### src/rtl/risc_pkg.sv
// Shared definitions for the 16-bit RISC core memory subsystem.
// Holds default bus widths and small elaboration/decode helpers.
package risc_pkg;

    localparam int ADDR_W_DEF = 16;
    localparam int DATA_W_DEF = 16;

    function automatic int clog2(input int value);
        int r;
        r = 0;
        while ((1 << r) < value) r++;
        return r;
    endfunction

    // Sized for up to four requesters; callers zero-extend narrower vectors.
    function automatic logic [1:0] onehot_to_idx(input logic [3:0] onehot);
        logic [1:0] idx;
        idx = '0;
        for (int i = 0; i < 4; i++) begin
            if (onehot[i]) idx = 2'(i);
        end
        return idx;
    endfunction

endpackage

### src/rtl/rr_picker.sv
// Combinational round-robin picker: first requester at or after ptr wins.
// Kept free of state so other arbiters can wrap it with their own pointer.
module rr_picker
    import risc_pkg::*;
#(
    parameter int N_REQ = 2,
    parameter int PTR_W = (N_REQ > 1) ? clog2(N_REQ) : 1
) (
    input  logic [N_REQ-1:0] req,
    input  logic [PTR_W-1:0] ptr,
    output logic [N_REQ-1:0] gnt,
    output logic [PTR_W-1:0] idx,
    output logic             any
);

    always_comb begin
        logic [PTR_W-1:0] pos;
        pos = '0;
        gnt = '0;
        any = 1'b0;
        for (int i = 0; i < N_REQ; i++) begin
            pos = PTR_W'((int'(ptr) + i) % N_REQ);
            if (!any && req[pos]) begin
                gnt[pos] = 1'b1;
                any      = 1'b1;
            end
        end
    end

    assign idx = PTR_W'(onehot_to_idx(4'(gnt)));

endmodule

### src/rtl/dmem_arbiter.sv
// Round-robin arbiter sharing the single-port data memory between requesters.
// Grant is combinational, command is registered, read data returns two cycles after grant.
module dmem_arbiter
    import risc_pkg::*;
#(
    parameter int ADDR_W = ADDR_W_DEF,
    parameter int DATA_W = DATA_W_DEF,
    parameter int N_REQ  = 2
) (
    input  logic                     clk,
    input  logic                     reset,
    input  logic [N_REQ-1:0]         req,
    input  logic [N_REQ-1:0]         we,
    input  logic [N_REQ*ADDR_W-1:0]  addr,
    input  logic [N_REQ*DATA_W-1:0]  wdata,
    output logic [N_REQ-1:0]         gnt,
    output logic [N_REQ-1:0]         rvalid,
    output logic [DATA_W-1:0]        rdata,
    output logic                     mem_en,
    output logic                     mem_we,
    output logic [ADDR_W-1:0]        mem_addr,
    output logic [DATA_W-1:0]        mem_wdata,
    input  logic [DATA_W-1:0]        mem_rdata
);

    localparam int PTR_W = (N_REQ > 1) ? clog2(N_REQ) : 1;

    logic [PTR_W-1:0]  ptr;
    logic [PTR_W-1:0]  gnt_idx;
    logic [PTR_W-1:0]  ptr_next;
    logic              gnt_any;
    logic [N_REQ-1:0]  req_live;
    logic              sel_we;
    logic [ADDR_W-1:0] sel_addr;
    logic [DATA_W-1:0] sel_wdata;
    logic [N_REQ-1:0]  own1;
    logic              own1_v;

    // Masking requests during reset keeps gnt low without touching the picker.
    assign req_live = reset ? '0 : req;

    rr_picker #(
        .N_REQ (N_REQ),
        .PTR_W (PTR_W)
    ) u_picker (
        .req (req_live),
        .ptr (ptr),
        .gnt (gnt),
        .idx (gnt_idx),
        .any (gnt_any)
    );

    assign ptr_next = (gnt_idx == PTR_W'(N_REQ - 1)) ? '0 : gnt_idx + PTR_W'(1);

    always_comb begin
        sel_we    = 1'b0;
        sel_addr  = '0;
        sel_wdata = '0;
        for (int k = 0; k < N_REQ; k++) begin
            if (gnt[k]) begin
                sel_we    = we[k];
                sel_addr  = addr[k*ADDR_W +: ADDR_W];
                sel_wdata = wdata[k*DATA_W +: DATA_W];
            end
        end
    end

    always_ff @(posedge clk) begin
        if (reset) begin
            ptr       <= '0;
            mem_en    <= 1'b0;
            mem_we    <= 1'b0;
            mem_addr  <= '0;
            mem_wdata <= '0;
            own1      <= '0;
            own1_v    <= 1'b0;
            rvalid    <= '0;
        end else begin
            if (gnt_any) begin
                ptr       <= ptr_next;
                mem_addr  <= sel_addr;
                mem_wdata <= sel_wdata;
            end
            mem_en <= gnt_any;
            mem_we <= gnt_any & sel_we;
            // Owner stage 1 travels with the command; stage 2 is rvalid itself.
            own1   <= (gnt_any && !sel_we) ? gnt : '0;
            own1_v <= gnt_any & ~sel_we;
            rvalid <= own1_v ? own1 : '0;
        end
    end

    assign rdata = mem_rdata;

endmodule

### config.mk
export PLATFORM = sky130hd
export DESIGN_NAME = dmem_arbiter
export DESIGN_NICKNAME = d
export VERILOG_FILES = /design/src/rtl/risc_pkg.sv /design/src/rtl/rr_picker.sv /design/src/rtl/dmem_arbiter.sv
export SDC_FILE = /design/constraint.sdc
export NUM_CORES = 1
export LEC_CHECK = 0
export BUFFER_PORTS_ARGS = -buffer_cell sky130_fd_sc_hd__buf_4
export CORE_ASPECT_RATIO = 0.9
export CORE_UTILIZATION = 40
export CTS_CLUSTER_SIZE = 25
export DETAILED_ROUTE_END_ITERATION = 10
export PLACE_DENSITY = 0.8
export SYNTH_ARGS = -nofsm -noshare
export SYNTH_HDL_FRONTEND = slang
export SYNTH_SLANG_ARGS = --single-unit
### constraint.sdc
create_clock -name clk -period 1.56 [get_ports clk]
set_input_delay 0.078 -clock clk [delete_from_list [all_inputs] [get_ports clk]]
set_output_delay 0.078 -clock clk [all_outputs]
set_load 0.02 [all_outputs]
Yosys cells after proc, flatten, opt, wreduce, memory -nomap -nowiden
Index checks and enable logic that the tools add are counted.
{ "totals": {"ff_bits": 40, "in_bits": 86, "word_cells": 49} }
{ "classes": {"n_addsub": 2, "n_lt_le_gt_ge": 4, "muxes": 21, "bitwise": 6, "n_reduce_logical": 8} }
{ "ops": {"columns": ["op", "n"], "rows": [
  ["$mux W16", 4],
  ["$mux W1", 12],
  ["$mux W2", 3],
  ["$logic_and A1 B1 Y1", 4],
  ["$lt A1 B2 Y1 const B", 2],
  ["$reduce_or A2 Y1", 2],
  ["$not A1 Y1", 3],
  ["$add A1 B1 Y1 const B", 2],
  ["$and A1 B1 Y1", 2],
  ["$demux W1 S1", 2],
  ["$ge A1 B1 Y1 const B", 2],
  ["$logic_not A1 Y1", 2],
  ["$or A2 B2 Y2", 1]
]} }

Longest topological paths before layout
{ "logic_depth": {"depth_word": 13, "depth_mapped": 6, "depth_no_buf": 3} }

Modules after synthesis
From an unflattened synthesis, not the netlist that was laid out.
{ "hier_totals": {"cells_unflattened": 226, "area_unflattened_um2": 2115.8} }
{ "modules_own_cells": {"columns": ["mod", "n_inst", "cells_per_inst", "area_per_inst_um2", "seq_area_each_um2"], "rows": [
  ["dmem_arbiter", 1, 221, 2083.2, 800.8],
  ["rr_picker", 1, 5, 32.5, 0.0]
]} }

Worst setup path after synthesis
OpenSTA, ideal clock, no wires.
{ "synth_path": {"kind": "register to register", "startpoint": "register ptr", "endpoint": "register mem_we", "setup_time_ns": 0.059, "t_arrival_ns": 1.257, "t_required_ns": 1.501, "setup_slack_ns": 0.244, "stages_incl_launch_ff": 6, "path_buffers": 2, "path_cell_list": "dfxtp_1 > a21bo_1 > buf_6 > buf_6 > nor2_1 > a22o_1"} }
{ "synth_between": {"elab_chain_cells": 10} }
{ "synth_rtl": {"columns": ["item", "line_no", "rtl"], "rows": [
  ["from (decl)", "dmem_arbiter.sv:28", "logic [PTR_W-1:0] ptr;"],
  ["from (signal assigned)", "dmem_arbiter.sv:80", "ptr <= ptr_next;"],
  ["$add A1 B1 Y1, or another cell as far along", "rr_picker.sv:22", "pos = PTR_W'((int'(ptr) + i) % N_REQ);"],
  ["$lt A1 B2 Y1 (implied by the code), or another cell as far along", "rr_picker.sv:24", "gnt[pos] = 1'b1;"],
  ["$logic_and A1 B1 Y1 (implied by the code) or $mux W1 (tied branches)", "rr_picker.sv:24", null],
  ["$mux W1 (implied by the code) or $demux W1 S1 (tied branches)", null, null],
  ["$demux W1 S1 or $mux W2 (tied branches)", null, null],
  ["$or A2 B2 Y2 (no line)", null, null],
  ["$mux W2 (*)", "rr_picker.sv:23", "if (!any && req[pos]) begin"],
  ["net gnt[0]", "dmem_arbiter.sv:16", "output logic [N_REQ-1:0] gnt,"],
  ["$mux W1 (*) (2 in series)", "dmem_arbiter.sv:60", "if (gnt[k]) begin"],
  ["$and A1 B1 Y1 (*)", "dmem_arbiter.sv:85", "mem_we <= gnt_any & sel_we;"],
  ["to (signal assigned)", "dmem_arbiter.sv:85", null],
  ["to (decl)", "dmem_arbiter.sv:20", "output logic mem_we,"]
]} }
The timed path passes the listed nets; every way through them passes the cells marked *. The select of a mux whose other input is x is not followed.
A chain may end at the register's enable or synchronous reset.

Worst setup path after layout
{ "layout_path": {"startpoint": "register ptr", "endpoint": "output gnt[0]"} }
{ "layout_between": {"elab_chain_cells": 7} }
{ "layout_rtl": {"columns": ["item", "line_no"], "rows": [
  ["$add A1 B1 Y1, or another cell as far along", "rr_picker.sv:22"],
  ["$lt A1 B2 Y1 (implied by the code), or another cell as far along", "rr_picker.sv:24"],
  ["$logic_and A1 B1 Y1 (implied by the code) or $mux W1 (tied branches)", "rr_picker.sv:24"],
  ["$mux W1 (implied by the code) or $demux W1 S1 (tied branches)", null],
  ["$demux W1 S1 or $mux W2 (tied branches)", null],
  ["$or A2 B2 Y2 (no line)", null],
  ["$mux W2 (*)", "rr_picker.sv:23"],
  ["to (decl)", "dmem_arbiter.sv:16"]
]} }
Every way passes the cells marked *; elsewhere a longest branch is shown, timed or not. The select of a mux whose other input is x is not followed.

==> metrics.cfg <==
[critical_path]
crit_required_ns = 1.48
path_delay_family = buffers and inverters
r2r-start = ptr$_SDFFE_PP0P_
endpoint_kind = output port
worst-path-buf-inv = 2
start_kind = flip-flop
rrSetupSlack_ns = 0.27
crit_top_cell = buf_4
reg2reg_depth = 4
critical_path_class = flip-flop to output port
path_cells = a21bo_1, buf_4, nor2_1, buf_4
critPathMaxStageDelay_ns = 0.35
crit_path_max_fanout = 18
slowest_stage = dfxtp_1
worstReg2RegEnd = mem_wdata[8]$_SDFFE_PP0P_
crit_arrival_ns = 1.34

[sta]
setup-tns-final_ns = 0
relSlewSlack = 0.780
fin_crit_ns = 1.42
fin_skew_ns = 0.00270
hold_viol_final = 0
tightest_slew_ns = 0.322
setup_viol = 0
rsz0062_at_grt = no
max_freq_mhz = 706
fin_crit_sh = 0.908
drv_slew = 0

[power_and_ir_drop]
leakagePower_uw = 0.00136
powerDensity_nw_per_um2 = 848
irDropWorstVdd_uv = 395

[hold_path]
hold_path_startpoint = req[0]
hold-path-cell-count = 3
min_path_type = input pin to flip-flop
hold_end = ptr$_SDFFE_PP0P_

[floorplan]
die_area_um2 = 5890
io_pins = 140
rows = 25
die_h_um = 72.9
core_area_um2 = 5320
start_util = 0.420
die_w_um = 80.8

[global_routing]
grt_pass1_wl_mm = 9.15
gr-total-overflow = 0
grt_pass1_vias = 2088
grt_max_degree = 37
antenna_found_initial = 0
grtUsageTotal = 0.199

[layout]
syn_to_final_growth_pct = 36.6
fin_area_um2 = 3050
final_common_cell = buf_4
fin_nets = 397
drive_gt1_frac = 0.490
antenna_cells = 0
layout_common_cells = buf_4, dfxtp_1, nor2_1
fin_cells = 379

[yosys]
syn-instance-count = 223
ys_types = 22
yosysWarnings = 0
ys_seq_elements = 40
synth_seq_area_share = 0.358
synth_nets = 309
synth.cell_area_um2 = 2240
synth_edf_count = 0
ys_async_sr_fraction = 0
synth_ff_type = dfxtp_1
syn_avg_cell_area_um2 = 10.0

[job]
maxCapViolations = 0

[detailed_routing]
drt_iter0_drc = 53
dr.pass1.iters = 4
vias = 2021
drc_errors = 0
wl_per_cell_um = 15.3
via_per_inst = 5.33
routed_wirelength_mm = 5.82
drtAntennaViolNets = 0

[cts]
cts_buffers = 5
cts.sinks = 40
cts-resized-gates = 0
cts_buffer_depth = 2
cts_tree = built
ctsHoldBuffers = 2
cts-root-buf = clkbuf_8
insertion_delay_ns = 0.28
clk_pin_slew_worst_paths_ns = 0.08
h-tree-depth = 2
cts_setup_buffers = 0

[place]
gp_congestion = 0.705
place_area_um2 = 2940
dp.cells = 369
place.port_buffers = 107
hpwlAfterDp_mm = 4.16

[outcome]
status = completed

[routing by layer]
| layer | share of wire | vias to the layer above | track usage |
|---|---|---|---|
| li1 | - | 988 | - |
| met1 | 0.42 | 950 | 0.236 |
| met2 | 0.50 | 73 | 0.354 |
| met3 | 0.071 | 10 | 0.0525 |
| met4 | 0.0086 | 0 | 0.0516 |
| met5 | 0 | - | 0 |
[cell usage after synthesis (2+ instances only)]
library cell / n / area [um2]
dfxtp_1: 40 / 801
nor2_1: 35 / 131
nor3_1: 34 / 170
mux2i_1: 32 / 320
a2111oi_2: 27 / 405
buf_4: 18 / 135
buf_2: 8 / 40.0
buf_6: 6 / 67.6
a2111oi_0: 5 / 43.8
clkbuf_1: 3 / 11.3
and3b_1: 2 / 17.5
buf_1: 2 / 7.51
inv_1: 2 / 7.51
[state kept, by name, indices dropped and copies added, names as in the netlist]
name	count
own1_v	1
mem_wdata	16
ptr	1
rvalid	2
own1	2
mem_we	1
mem_en	1
mem_addr	16
[worst max-delay path by stage]
stage | startpoint | end | slack, ns | cells past startpoint
global placement | req[1] | mem_wdata[2]$_SDFFE_PP0P_ | 0.37 | 5
CTS | ptr$_SDFFE_PP0P_ | gnt[0] | 0.13 | 4
finish | ptr$_SDFFE_PP0P_ | gnt[0] | 0.14 | 4
detailed placement | ptr$_SDFFE_PP0P_ | mem_addr[11]$_SDFFE_PP0P_ | 0.29 | 4
global route | ptr$_SDFFE_PP0P_ | gnt[0] | 0.05 | 4
floorplan | ptr$_SDFFE_PP0P_ | mem_we$_SDFF_PP0_ | 0.24 | 5
[worst min-delay path, cell delays in order]
cell and delay, ns:
buf_4 0.12, nor2_1 0.08, a211oi_1 0.05
[power breakdown]
part           leakage, uW  internal (uW)  switching, uW
Combinational     0.000973            361            372
Clock            0.0000510            353            361
Sequential        0.000333           1100           43.2
[final cells by class]
cell class	instances	area, um2
Clock inverter	2	10.0
Sequential cell	40	801
Inverter	3	11.3
Tap cell	67	83.8
Timing Repair Buffer	119	923
Fill cell	460	2260
Multi-Input combinational cell	142	1140
Clock buffer	6	82.6
[kinds of logic after synthesis]
group / count (synthesis) / share of synthesized area
AOI/OAI and AO/OA: 37 / 0.219
and+or+nand+nor: 73 / 0.148
DFF: 40 / 0.358
muxes: 32 / 0.143
buffers and inverters: 41 / 0.131
[through the flow]
stage	utilization	hold WS (ns)	power, uW	setup WS, ns
2_1_floorplan	-	0.155	1640	0.244
3_3_place_gp	0.553	0.156	1880	0.368
3_5_place_dp	0.553	0.156	1900	0.285
4_1_cts	0.574	0.0843	2620	0.128
5_1_grt	0.574	0.103	2730	0.0483
6_report	0.574	0.0927	2590	0.144
No activity file was read; power rests on OpenSTA's default activity.
